`src/rtl/mxv_frame_parser.sv`:
```
// Byte-serial command-frame parser for the MxV engine: FE LEN CMD payload EF.
// Streams DATA payload as row/col element writes and commits control commands on a good STOP.
module mxv_frame_parser #(
  parameter int unsigned WORD_LENGTH = 8,
  parameter int unsigned MAX_N       = 8,
  parameter int unsigned IDX_W       = 4,
  parameter int unsigned TIMEOUT_CYC = 50000
) (
  input  logic                   clk,
  input  logic                   reset,
  input  logic                   rx_valid_i,
  input  logic [WORD_LENGTH-1:0] rx_data_i,
  output logic                   wr_valid_o,
  output logic                   wr_vector_o,
  output logic [IDX_W-1:0]       wr_row_o,
  output logic [IDX_W-1:0]       wr_col_o,
  output logic [WORD_LENGTH-1:0] wr_data_o,
  output logic                   data_done_o,
  output logic                   data_abort_o,
  output logic                   size_valid_o,
  output logic [WORD_LENGTH-1:0] size_n_o,
  output logic                   resend_o,
  output logic                   capture_start_o,
  output logic                   frame_err_o,
  output logic [2:0]             err_code_o
);

  localparam int unsigned W    = WORD_LENGTH;
  localparam int unsigned DW   = 2 * WORD_LENGTH;
  localparam int unsigned TmoW = (TIMEOUT_CYC > 1) ? $clog2(TIMEOUT_CYC + 1) : 1;

  localparam logic [W-1:0] SofByte    = W'(8'hFE);
  localparam logic [W-1:0] EofByte    = W'(8'hEF);
  localparam logic [W-1:0] CmdSetSize = W'(1);
  localparam logic [W-1:0] CmdResend  = W'(2);
  localparam logic [W-1:0] CmdCapture = W'(3);
  localparam logic [W-1:0] CmdData    = W'(4);

  typedef enum logic [2:0] {StIdle, StLen, StCmd, StPayload, StStop, StError} state_e;

  state_e           state_q;
  logic [W-1:0]     len_q, cmd_q, cnt_q, pend_q, size_q;
  logic [IDX_W-1:0] row_q, col_q;
  logic             vec_q, wrote_q;
  logic [TmoW-1:0]  tmo_q;

  logic             wr_valid_q, wr_vector_q;
  logic [IDX_W-1:0] wr_row_q, wr_col_q;
  logic [W-1:0]     wr_data_q;
  logic             data_done_q, data_abort_q, size_valid_q, resend_q, capture_q, frame_err_q;
  logic [2:0]       err_code_q;

  logic          active, tmo_hit;
  logic [DW-1:0] data_len;
  logic [2:0]    fail_code;

  assign active  = (state_q == StLen) || (state_q == StCmd) ||
                   (state_q == StPayload) || (state_q == StStop);
  assign tmo_hit = (TIMEOUT_CYC != 0) && active && !rx_valid_i &&
                   (tmo_q == TmoW'(TIMEOUT_CYC - 1));

  // Required DATA LEN depends on which half (matrix or vector) the toggle expects next.
  always_comb begin
    data_len = vec_q ? DW'(size_q) + DW'(1) : DW'(size_q) * DW'(size_q) + DW'(1);
  end

  always_comb begin
    fail_code = 3'd0;
    if (tmo_hit) begin
      fail_code = 3'd4;
    end else if (rx_valid_i) begin
      case (state_q)
        StCmd: begin
          if (rx_data_i == CmdData && size_q == '0) begin
            fail_code = 3'd6;
          end else begin
            case (rx_data_i)
              CmdSetSize:            if (len_q != W'(2)) fail_code = 3'd2;
              CmdResend, CmdCapture: if (len_q != W'(1)) fail_code = 3'd2;
              CmdData:               if (DW'(len_q) != data_len) fail_code = 3'd2;
              default:               fail_code = 3'd1;
            endcase
          end
        end
        StPayload: begin
          if (cmd_q == CmdSetSize && (rx_data_i == '0 || rx_data_i > W'(MAX_N))) begin
            fail_code = 3'd5;
          end
        end
        StStop:  if (rx_data_i != EofByte) fail_code = 3'd3;
        default: ;
      endcase
    end
  end

  always_ff @(posedge clk or negedge reset) begin
    if (!reset) begin
      state_q      <= StIdle;
      len_q        <= '0;
      cmd_q        <= '0;
      cnt_q        <= '0;
      pend_q       <= '0;
      size_q       <= '0;
      row_q        <= '0;
      col_q        <= '0;
      vec_q        <= 1'b0;
      wrote_q      <= 1'b0;
      tmo_q        <= '0;
      wr_valid_q   <= 1'b0;
      wr_vector_q  <= 1'b0;
      wr_row_q     <= '0;
      wr_col_q     <= '0;
      wr_data_q    <= '0;
      data_done_q  <= 1'b0;
      data_abort_q <= 1'b0;
      size_valid_q <= 1'b0;
      resend_q     <= 1'b0;
      capture_q    <= 1'b0;
      frame_err_q  <= 1'b0;
      err_code_q   <= 3'd0;
    end else begin
      wr_valid_q   <= 1'b0;
      data_done_q  <= 1'b0;
      data_abort_q <= 1'b0;
      size_valid_q <= 1'b0;
      resend_q     <= 1'b0;
      capture_q    <= 1'b0;
      frame_err_q  <= 1'b0;
      tmo_q        <= (rx_valid_i || !active) ? '0 : tmo_q + TmoW'(1);
      if (fail_code != 3'd0) begin
        state_q      <= StError;
        frame_err_q  <= 1'b1;
        err_code_q   <= fail_code;
        data_abort_q <= wrote_q;
      end else begin
        unique case (state_q)
          StIdle: begin
            if (rx_valid_i && rx_data_i == SofByte) begin
              state_q <= StLen;
              wrote_q <= 1'b0;
            end
          end
          StLen: begin
            if (rx_valid_i) begin
              len_q   <= rx_data_i;
              state_q <= StCmd;
            end
          end
          StCmd: begin
            if (rx_valid_i) begin
              cmd_q   <= rx_data_i;
              row_q   <= '0;
              col_q   <= '0;
              cnt_q   <= len_q - W'(1);
              state_q <= (len_q == W'(1)) ? StStop : StPayload;
            end
          end
          StPayload: begin
            if (rx_valid_i) begin
              cnt_q <= cnt_q - W'(1);
              if (cnt_q == W'(1)) state_q <= StStop;
              if (cmd_q == CmdSetSize) pend_q <= rx_data_i;
              if (cmd_q == CmdData) begin
                wr_valid_q  <= 1'b1;
                wr_vector_q <= vec_q;
                wr_row_q    <= vec_q ? '0 : row_q;
                wr_col_q    <= col_q;
                wr_data_q   <= rx_data_i;
                wrote_q     <= 1'b1;
                if (!vec_q && col_q == IDX_W'(size_q - W'(1))) begin
                  col_q <= '0;
                  row_q <= row_q + IDX_W'(1);
                end else begin
                  col_q <= col_q + IDX_W'(1);
                end
              end
            end
          end
          StStop: begin
            if (rx_valid_i) begin
              state_q <= StIdle;
              case (cmd_q)
                CmdSetSize: begin
                  size_q       <= pend_q;
                  vec_q        <= 1'b0;
                  size_valid_q <= 1'b1;
                end
                CmdResend:  resend_q <= 1'b1;
                CmdCapture: begin
                  capture_q <= 1'b1;
                  vec_q     <= 1'b0;
                end
                CmdData: begin
                  data_done_q <= 1'b1;
                  vec_q       <= ~vec_q;
                end
                default: ;
              endcase
            end
          end
          StError: state_q <= StIdle;
          default: state_q <= StIdle;
        endcase
      end
    end
  end

  assign wr_valid_o      = wr_valid_q;
  assign wr_vector_o     = wr_vector_q;
  assign wr_row_o        = wr_row_q;
  assign wr_col_o        = wr_col_q;
  assign wr_data_o       = wr_data_q;
  assign data_done_o     = data_done_q;
  assign data_abort_o    = data_abort_q;
  assign size_valid_o    = size_valid_q;
  assign size_n_o        = size_q;
  assign resend_o        = resend_q;
  assign capture_start_o = capture_q;
  assign frame_err_o     = frame_err_q;
  assign err_code_o      = err_code_q;

endmodule

```
`config.mk`:
```
export PLATFORM = sky130hd
export DESIGN_NAME = mxv_frame_parser
export DESIGN_NICKNAME = d
export VERILOG_FILES = /design/src/rtl/mxv_frame_parser.sv
export SDC_FILE = /design/constraint.sdc
export NUM_CORES = 1
export LEC_CHECK = 0
export CORE_AREA = 2 2 123 125
export DETAILED_ROUTE_END_ITERATION = 16
export DIE_AREA = 0 0 125 127
export GPL_TIMING_DRIVEN = 0
export HOLD_SLACK_MARGIN = 0.08
export PLACE_DENSITY = 0.68
export SLEW_MARGIN = 25
export SYNTH_ARGS = -nofsm -noshare
export SYNTH_HDL_FRONTEND = slang
export SYNTH_SLANG_ARGS = --single-unit
```
`constraint.sdc`:
```
create_clock -name clk -period 9.6 [get_ports clk]
set_input_delay 1.92 -clock clk [delete_from_list [all_inputs] [get_ports clk]]
set_output_delay 1.92 -clock clk [all_outputs]
set_load 0.05 [all_outputs]
```
==> qor.yml <==
run_status:
  status: "finished clean"
synth:
  synth-edff-count: 0
  synth_mux_area_share_pct: 7.14
  ys_ff_latch: 96
  netlist_top_cells_area: "dfrtp_1, ha_1, fa_1"
  synth_fa_ha_area_share_pct: 13.1
  syn_area_per_cell_um2: 9.31
  synth-xor-area-share_pct: 5.94
  yosysMostFrequentCell: "dfrtp_1"
  yosysSeqAreaShare_pct: 33.9
  synth_nets: 834
  ys_warn_count: 0
  synth.top_cell.area_share_pct: 33.9
  synth_cells: 762
  ys_types: 73
  synth_simple_gate_area_share_pct: 20.6
  synth-main-ff-cell: "dfrtp_1"
  synth_compound_area_share_pct: 13.8
  synthTopCellsByCount: "dfrtp_1, inv_1, nor2_1"
  synth_top_family_by_area: "simple AND/OR/NAND/NOR gates"
  synth_area_um2: 7100
  ys_async_sr_fraction_pct: 100
  synth_top_cell_by_area: "dfrtp_1"
critical_path:
  critPathBufInv: 5
  cp-end-kind: "flip-flop"
  cp_top_family: "adder cells"
  required_ps: 9830
  cp_max_fo: 10
  crit_path_start_kind: "flip-flop"
  slowest_stage: "fa_1"
  crit_top_cell: "fa_1"
  crit_arrival_ps: 6860
  path_cells: "buf_2 -> clkbuf_1 -> nand2_1 -> fa_1 -> fa_1 -> fa_1 -> fa_1 -> inv_1 -> ha_1 -> buf_6 -> nor2b_1 -> a22o_1 -> a2111oi_0 -> and3_1 -> o311ai_1 -> nor4_4 -> o31ai_2 -> or4_1 -> buf_6 -> mux2_4"
  max_stage_delay_ps: 560
  critical_path_class: "reg2reg"
floorplan:
  dieArea_um2: 15900
  initial_utilization_pct: 49.2
  io_pins: 46
  core_region_area_um2: 14400
  rows: 44
  fp.dieH_um: 127
  die_w_um: 125
timing:
  rsz0062_at_grt: "no"
  tightest_slew_ps: 921
  fin_tns_setup_ps: 0
  setup_violations: 0
  fmax_ghz: 0.151
  fin_skew_ps: 12.0
  relSlewSlack_pct: 38.5
  finalHoldViolations: 0
  fin_crit_ps: 6620
  fin_crit_sh_pct: 69.0
  slew_violations: 0
detailed_routing:
  ant_nets: 0
  wl_met3_um: 891
  drcViolationCount: 0
  dr_wl_met2_mm: 8.63
  wl_mm: 17.8
  wl_met1_mm: 7.74
  wl_per_cell_um: 17.7
  viasPerCell: 5.88
  drt_first_iter_violations: 433
  num_vias: 5926
  highest_layer: "met4"
  first_pass_iters: 5
cells_and_area:
  finalNetCount: 890
  final_util_pct: 56.2
  syn_to_final_growth_pct: 14.2
  diodes: 0
  design_area_um2: 8110
  drive_gt1_share_pct: 10.6
pwr:
  clock_power_share_pct: 19.3
  peakVddDrop_mv: 0.206
  power_leakage_nw: 3.60
  switching_power_mw: 0.835
  pwr-share-comb_pct: 47.1
  p_sw_share_pct: 44.1
  seqPwrFrac_pct: 33.6
  internal_power_mw: 1.06
  power_density_nw_per_um2: 234
cts:
  cts_resized: 0
  clkSinkCount: 96
  cts_tree: "built"
  htreeDepth: 3
  insertion_delay_ps: 350
  clk_pin_slew_worst_paths_ps: 70
  postCtsSetupBuffers: 0
  cts_root_buf: "clkbuf_16"
  postCtsHoldBufs: 0
  clockBufferDepth: 2
  cts_made_buffers: 9
placed_design:
  postPlaceCellArea_um2: 7800
  dp_hpwl_mm: 13.7
  portBuffers: 44
  gp_congestion: 0.935
global_route:
  grt_max_degree: 55
  grt_usage_pct: 22.8
  grt_pass1_wl_mm: 29.4
  overflow: 0
  grt_pass1_vias: 6027
  antenna_found_initial: 0
worst_hold_path:
  min_path_type: "reg2reg"
run:
  maxCapViolCount: 0
==> cell type report <==
cell class	instances	area (µm²)
inverter	69	259
clock inverter	6	66.3
timing repair buffer	45	469
buffer	29	138
fill	1301	6320
tap	184	230
sequential	96	2400
multi-input combinational	568	4300
clock buffer	10	239
==> placed cells by master, fill, tap and decap left out, types with 4 or more instances in the layout <==
cell type	netlist	layout
clkdlybuf4s50_1	0	43
clkbuf_16	0	9
o211ai_1	4	4
a211oi_1	6	6
inv_1	66	66
fa_1	22	22
a31oi_1	6	6
o21ai_0	33	33
nand2_1	60	60
buf_2	8	8
nor3_1	30	29
nor4b_1	5	5
nand2b_1	8	8
dfrtp_1	96	96
and2_1	20	20
clkbuf_1	16	16
nor2_1	62	62
nor3b_1	4	4
o21a_1	4	4
nand4_1	6	6
o31ai_1	5	5
o22ai_1	5	5
nand3_1	28	28
mux2_4	8	8
nor2b_1	16	16
or3_1	6	6
nor4_1	5	5
mux2_2	24	24
mux2i_1	8	8
xnor2_1	24	24
and3_1	10	10
xor2_1	19	19
ha_1	39	39
or4_1	4	4
a21oi_1	34	34
o31ai_2	4	4
==> metrics by stage <==
step	cells	setup WS, ps	total power, mW	hold WS, ps
after global routing	1007	2520	2.01	499
final	1007	2980	1.89	472
after floorplan	762	3270	1.24	433
after detailed placement	991	2920	1.52	469
after CTS	1007	2900	1.90	478
after global placement	990	2990	1.49	449
==> final timing paths <==
check,startpoint,to,slack [ps],cells after the start
hold / removal,tmo_q[0],tmo_q[0],470,1
setup / recovery,size_n_o[2],size_n_o[4],2980,20
setup reg to reg,size_n_o[2],size_n_o[4],2980,20
max in group asynchronous,reset,wr_row_o[0],7510,2
hold reg to reg,tmo_q[0],tmo_q[0],470,1
min in group asynchronous,reset,wr_data_o[0],1480,1
==> state kept, by name, indices dropped and copies added, names as in the netlist, 3 cells and up <==
name / cells
tmo_q: 16
cmd_q: 8
cnt_q: 8
len_q: 8
pend_q: 8
size_n_o: 8
wr_data_o: 8
col_q: 4
row_q: 4
wr_col_o: 4
wr_row_o: 4
err_code_o: 3
state_q: 3
==> logic make-up after synthesis <==
| logic type | Yosys count |
|---|---|
| flops | 96 |
| fa+ha+maj | 61 |
| xor+xnor | 45 |
| simple gates | 278 |
| buf+inv | 98 |
| mux | 43 |
| compound gates | 141 |
==> worst reg2reg max path, cell delays in order, from the launching register on <==
cell       delay (ps)
dfrtp_1           400
buf_2             240
clkbuf_1          390
nand2_1           200
fa_1              530
fa_1              520
fa_1              540
fa_1              560
inv_1              50
ha_1              290
buf_6             140
nor2b_1           140
a22o_1            230
a2111oi_0         350
and3_1            230
o311ai_1          140
nor4_4            370
o31ai_2           210
or4_1             500
buf_6             190
mux2_4            300
==> power groups by stage <==
stage | Clock [mW] | Combinational [mW] | Sequential (mW)
finish | 0.366 | 0.892 | 0.637
global route | 0.391 | 0.962 | 0.655
CTS | 0.373 | 0.886 | 0.636
detailed placement | 0 | 0.880 | 0.643
global placement | 0 | 0.858 | 0.636
floorplan | 0 | 0.482 | 0.763
==> per-layer routing <==
layer  track usage [%]  vias up
met5                 0        -
met4              8.43        0
met3              4.31       39
met2              38.2      197
met1              29.7     2923
li1                  -     2767
Note: power is estimated with default switching activity, not from simulation.
==> patch 1 (same flow settings) <==
`MAX_N`: 8 -> 4.
--- a/src/rtl/mxv_frame_parser.sv
+++ b/src/rtl/mxv_frame_parser.sv
@@ -4,3 +4,3 @@
   parameter int unsigned WORD_LENGTH = 8,
-  parameter int unsigned MAX_N       = 8,
+  parameter int unsigned MAX_N       = 4,
   parameter int unsigned IDX_W       = 4,
Check against the original RTL: not equivalent (a bounded check fails within 10 cycles, from zero or initial values and one cycle with reset low).
==> patch 1 against the unedited design <==
Wire length decreased by 3.5%; sequential power decreased by 7.2%; total power decreased by 12%; design area decreased by 1.7%; worst setup slack got worse by 0.041 ns; die area unchanged; sequential cell count unchanged; final cell count decreased by 2.3%; utilization decreased by 0.93 points; synthesized area decreased by 1.8%.
==> patch 1: results (changes against the unedited design) <==
| Metric | Value |
|---|---|
| Routed wl met3 | `711 um (-20%)` |
| Met3 Track Usage GR | `0.0364 (-0.00670)` |
| Share of flip-flops with an asynchronous set or reset | `1.00 (unchanged)` |
| Wirelength, routed | `17200 um (-3.5%)` |
| Pre-Repair DR Iteration Count | `5 (unchanged)` |
| Met1 global-route usage | `0.304 (+0.00747)` |
| Status | `completed` |
| Slowest stage cell on the critical path | `fa_1` |
| Initial DRC Count | `397 (-8.3%)` |
| CP top delay family | `adder cells` |
| GPL Wtd Cong | `0.911 (-2.5%)` |
| Hold path startpoint | `tmo_q[0]$_DFF_PN0_` |
| Layout cell share with drive strength beyond 1 | `0.0988 (-0.00696)` |
| Unique cell type count in the Yosys netlist | `82 (+12%)` |
| CP Max Fanout | `10 (unchanged)` |
| Max Used Layer | `met4` |
| Layout Nets | `866 (-2.7%)` |
| Post-CTS sizing | `0 (unchanged)` |
| Leak | `3.60 nW (-0.12%)` |
| Syn Nets | `810 (-2.9%)` |
| Routing usage on met2 | `0.367 (-0.0150)` |
| Largest net degree at the start of global routing | `63 (+15%)` |
| Slew @ Worst Pin | `0.847 ns (-0.0734 ns)` |
| Clock root buffer | `clkbuf_16` |
| Post-CTS setup buffer count | `0 (unchanged)` |
| Top post-synthesis cells by area | `dfrtp_1 34%, ha_1 6.8%, fa_1 6.3%` |
| Synth warnings | `0 (unchanged)` |
| GRT Total Usage | `0.225 (-0.00293)` |
| Peak VDD IR | `167 uV (-19%)` |
| Vias in the first global route | `5785 (-4.0%)` |
| Register area share after synthesis | `0.345 (+0.00620)` |
| Worst setup margin | `2.94 ns (-0.0409 ns)` |
| MaxCap Viol Count | `0 (unchanged)` |
| CP Launch Type | `flop` |
| Routed wl met2 | `8010 um (-7.2%)` |
| Initial antenna violation count | `0 (unchanged)` |
| First-pass GRT wire length | `29100 um (-0.91%)` |
| M1 WL | `8060 um (+4.1%)` |
| Synth cell count leaders | `96 x dfrtp_1, 62 x nor2_1, 54 x inv_1, 52 x nand2_1, 38 x ha_1` |
| Largest Register | `tmo_q` |
| Dpl hpwl | `12800 um (-5.9%)` |
| Fill cell count | `1330 (+2.2%)` |
| Post-place setup slack | `3.06 ns (+0.141 ns)` |
| Final Skew | `0.0124 ns (+0.000386 ns)` |
| Max incr delay on CP | `0.56 ns (about the same)` |
| Total CTS buffers | `9 (unchanged)` |
| Max reg flops | `16 (unchanged)` |
| WP data arrival | `6.90 ns (+0.04 ns)` |
| Vias per cell | `5.85 (-0.51%)` |
patch 1: final cells by class:
class                   count  area [um2]  share of cell area
plain buffers              36         164              0.0206
multi-input cells         552        4200               0.526
clock inverters             7        78.8             0.00989
repair buffers             45         469              0.0589
inverters                  55         206              0.0259
flip-flops and latches     96        2400               0.301
well taps                 184         230              0.0289
clock buffers               9         225              0.0282
patch 1: per-stage QoR:
stage	cells	cell area (um2)	util	hold WS, ns
detailed placement	968	7670	0.532	0.451
floorplan	739	6970	-	0.425
finish	984	7970	0.553	0.459
CTS	984	7970	0.553	0.461
global route	984	7970	0.553	0.482
global placement	967	7640	0.530	0.440
patch 1: worst paths after layout:
check                                       end  slack [ns]  cells after the start
setup / recovery           cmd_q[1]$_DFFE_PN0P_        2.94                     19
hold / removal               tmo_q[0]$_DFF_PN0_        0.46                      1
setup reg to reg           cmd_q[1]$_DFFE_PN0P_        2.94                     19
hold reg to reg              tmo_q[0]$_DFF_PN0_        0.46                      1
max in group asynchronous  cmd_q[4]$_DFFE_PN0P_        7.55                      2
min in group asynchronous    tmo_q[6]$_DFF_PN0_        1.45                      1
patch 1: logic make-up after synthesis:
group | synth area share
AO/OA/AOI/OAI | 0.137
XOR/XNOR | 0.0503
adder cells (fa/ha/maj) | 0.131
buffers and inverters | 0.0531
flip-flops | 0.345
multiplexers | 0.0713
other | 0.00108
AND/OR/NAND/NOR | 0.211
patch 1: power breakdown:
part / switching (W) / total [W] / internal, W / leakage (nW)
logic: 0.000429 / 0.000700 / 0.000271 / 2.17
registers: 0.0000939 / 0.000591 / 0.000497 / 1.28
clock network: 0.000168 / 0.000374 / 0.000206 / 0.150
==> patch 2 (same settings) <==
Without the edit above. Add an input register stage for `rx_valid_i` and `rx_data_i`, without a reset; this delays them by one clock.
--- a/src/rtl/mxv_frame_parser.sv
+++ b/src/rtl/mxv_frame_parser.sv
@@ -40,2 +40,10 @@
 
+  logic rx_valid_q;
+  logic [WORD_LENGTH-1:0] rx_data_q;
+
+  always_ff @(posedge clk) begin
+    rx_valid_q <= rx_valid_i;
+    rx_data_q  <= rx_data_i;
+  end
+
   state_e           state_q;
@@ -58,3 +66,3 @@
                    (state_q == StPayload) || (state_q == StStop);
-  assign tmo_hit = (TIMEOUT_CYC != 0) && active && !rx_valid_i &&
+  assign tmo_hit = (TIMEOUT_CYC != 0) && active && !rx_valid_q &&
                    (tmo_q == TmoW'(TIMEOUT_CYC - 1));
@@ -70,9 +78,9 @@
       fail_code = 3'd4;
-    end else if (rx_valid_i) begin
+    end else if (rx_valid_q) begin
       case (state_q)
         StCmd: begin
-          if (rx_data_i == CmdData && size_q == '0) begin
+          if (rx_data_q == CmdData && size_q == '0) begin
             fail_code = 3'd6;
           end else begin
-            case (rx_data_i)
+            case (rx_data_q)
               CmdSetSize:            if (len_q != W'(2)) fail_code = 3'd2;
@@ -85,3 +93,3 @@
         StPayload: begin
-          if (cmd_q == CmdSetSize && (rx_data_i == '0 || rx_data_i > W'(MAX_N))) begin
+          if (cmd_q == CmdSetSize && (rx_data_q == '0 || rx_data_q > W'(MAX_N))) begin
             fail_code = 3'd5;
@@ -89,3 +97,3 @@
         end
-        StStop:  if (rx_data_i != EofByte) fail_code = 3'd3;
+        StStop:  if (rx_data_q != EofByte) fail_code = 3'd3;
         default: ;
@@ -128,3 +136,3 @@
       frame_err_q  <= 1'b0;
-      tmo_q        <= (rx_valid_i || !active) ? '0 : tmo_q + TmoW'(1);
+      tmo_q        <= (rx_valid_q || !active) ? '0 : tmo_q + TmoW'(1);
       if (fail_code != 3'd0) begin
@@ -137,3 +145,3 @@
           StIdle: begin
-            if (rx_valid_i && rx_data_i == SofByte) begin
+            if (rx_valid_q && rx_data_q == SofByte) begin
               state_q <= StLen;
@@ -143,4 +151,4 @@
           StLen: begin
-            if (rx_valid_i) begin
-              len_q   <= rx_data_i;
+            if (rx_valid_q) begin
+              len_q   <= rx_data_q;
               state_q <= StCmd;
@@ -149,4 +157,4 @@
           StCmd: begin
-            if (rx_valid_i) begin
-              cmd_q   <= rx_data_i;
+            if (rx_valid_q) begin
+              cmd_q   <= rx_data_q;
               row_q   <= '0;
@@ -158,6 +166,6 @@
           StPayload: begin
-            if (rx_valid_i) begin
+            if (rx_valid_q) begin
               cnt_q <= cnt_q - W'(1);
               if (cnt_q == W'(1)) state_q <= StStop;
-              if (cmd_q == CmdSetSize) pend_q <= rx_data_i;
+              if (cmd_q == CmdSetSize) pend_q <= rx_data_q;
               if (cmd_q == CmdData) begin
@@ -167,3 +175,3 @@
                 wr_col_q    <= col_q;
-                wr_data_q   <= rx_data_i;
+                wr_data_q   <= rx_data_q;
                 wrote_q     <= 1'b1;
@@ -179,3 +187,3 @@
           StStop: begin
-            if (rx_valid_i) begin
+            if (rx_valid_q) begin
               state_q <= StIdle;
Behaviour: not the same (a bounded check fails within 4 cycles, from zero or initial values and one cycle with reset low).
==> patch 2 against the unedited design <==
Largest power group is now sequential cells; synthesized area decreased by 0.41%; worst setup slack better by 0.17 ns; first-iteration DRC count is 9.0% lower; wire length is 4.8% lower; critical path depth decreased by 2; design area fell by 0.32%; total power down 20%; critical path type unchanged; sequential cell count grew 9.
==> patch 2: results (changes against the unedited design) <==
| Metric | Value |
|---|---|
| Max incr delay on CP | `0.54 ns (-0.02 ns)` |
| Clock buffer depth | `2 (unchanged)` |
| Clock network area share | `0.0375 (-0.000187)` |
| Slew margin rel. | `0.504 (+0.119)` |
| Register area | `2580 um2 (+7.5%)` |
| Status | `completed` |
| Hold path startpoint | `tmo_q[0]$_DFF_PN0_` |
| Register area share after synthesis | `0.365 (+0.0269)` |
| Port bufs | `45 (+2.3%)` |
| Syn Nets | `836 (+0.24%)` |
| # clk buffers | `13 (+3)` |
| WP data arrival | `6.68 ns (-0.18 ns)` |
| Leak | `3.79 nW (+5.3%)` |
| WHS | `0.456 ns (-0.0151 ns)` |
| GRT Total Usage | `0.219 (-0.00935)` |
| First-pass GRT wire length | `28600 um (-2.8%)` |
| Slack of the worst reg-to-reg path | `3.15 ns (+0.17 ns)` |
| Wirelength, routed | `16900 um (-4.8%)` |
| Post-CTS sizing | `0 (unchanged)` |
| Unique cell type count in the Yosys netlist | `83 (+14%)` |
| CTS H-tree depth | `3 (unchanged)` |
| Logic inverters | `56 (-19%)` |
| Share of flip-flops with an asynchronous set or reset | `0.914 (-0.0857)` |
| Routing usage on met2 | `0.362 (-0.0198)` |
| Multi-In Gates | `567 (-0.18%)` |
| Sw Pwr | `0.000579 W (-31%)` |
| Met1 global-route usage | `0.298 (+0.000920)` |
| Dpl hpwl | `12800 um (-6.2%)` |
| Initial antenna violation count | `0 (unchanged)` |
| # clock sinks | `105 (+9.4%)` |
| GPL Wtd Cong | `0.927 (-0.86%)` |
| Layout cell share with drive strength beyond 1 | `0.0823 (-0.0234)` |
| Fin crit share | `0.672 (-0.0179)` |
| CP Launch Type | `flop` |
| Placed cell areas | `7780 um2 (-0.24%)` |
| Synth warnings | `0 (unchanged)` |
| Non-clk bufs | `82 (+11%)` |
| Vias per cell | `5.78 (-1.8%)` |
| Fraction of area in multi-input gates | `0.508 (-0.0227)` |
| Reg-to-Reg Start | `size_n_o[2]$_DFFE_PN0P_` |
| Initial DRC Count | `394 (-9.0%)` |
| Met3 Track Usage GR | `0.0339 (-0.00921)` |
| Final Skew | `0.0111 ns (-0.000853 ns)` |
| Vias in the first global route | `5852 (-2.9%)` |
| Final Cell Area | `8080 um2 (-0.32%)` |
| Largest net degree at the start of global routing | `72 (+31%)` |
| Post-place setup slack | `3.22 ns (+0.304 ns)` |
| Synth cell count leaders | `96 x dfrtp_1, 94 x nand2_1, 63 x nor2_1, 54 x inv_1, 48 x o21ai_0` |
| Peak VDD IR | `156 uV (-24%)` |
| Top post-synthesis cells by area | `dfrtp_1 34%, ha_1 6.9%, fa_1 6.2%` |
| Layout non-clock buf frac | `0.0801 (+0.00520)` |
| Clock Latency Late Sink | `0.34 ns` |
| Layout Nets | `893 (+0.34%)` |
| Fill cell count | `1315 (+1.1%)` |
==> patch 2: cell count changes in the layout (fill, tap and decap cells not counted), moves of 6 or more <==
cell and change:
o21ai_0 +15, nand2_1 +34, nor2b_1 -12, clkbuf_1 +6
mux2_2 -10, a21oi_1 -15, dfxtp_1 +9, inv_1 -12
nor3_1 -15, and2_1 +7
==> patch 2: stage by stage <==
stage          instances   util
6_report            1010  0.560
5_1_grt             1010  0.560
4_1_cts             1010  0.560
3_5_place_dp         994  0.539
3_3_place_gp         993  0.537
2_1_floorplan        764      -
==> patch 2: cells by family after synthesis <==
| group | after synthesis | share of synthesized area |
|---|---|---|
| flops | 105 | 0.365 |
| mux | 23 | 0.0386 |
| fa+ha+maj | 61 | 0.131 |
| xor+xnor | 41 | 0.0508 |
| simple gates | 304 | 0.221 |
| compound gates | 138 | 0.139 |
| buf+inv | 92 | 0.0538 |
==> patch 2: layer usage <==
layer	vias to the layer above	share of wire
li1	2761	-
met4	0	0.017
met3	28	0.053
met5	-	0
met2	180	0.47
met1	2870	0.46
==> patch 2: power groups by stage <==
stage	clock [W]	combinational, W	sequential (W)
finish	0.000357	0.000548	0.000613
global route	0.000387	0.000600	0.000623
CTS	0.000365	0.000545	0.000610
detailed placement	0	0.000543	0.000615
global placement	0	0.000524	0.000613
floorplan	0	0.000311	0.000676
==> patch 2: worst paths after layout <==
| path | end | depth (start not counted) |
|---|---|---|
| max | col_q[1]$_DFFE_PN0P_ | 18 |
| min | tmo_q[0]$_DFF_PN0_ | 1 |
| max reg2reg | col_q[1]$_DFFE_PN0P_ | 18 |
| min reg2reg | tmo_q[0]$_DFF_PN0_ | 1 |
| max in group asynchronous | pend_q[1]$_DFFE_PN0P_ | 2 |
| min in group asynchronous | wr_col_o[0]$_DFFE_PN0P_ | 1 |
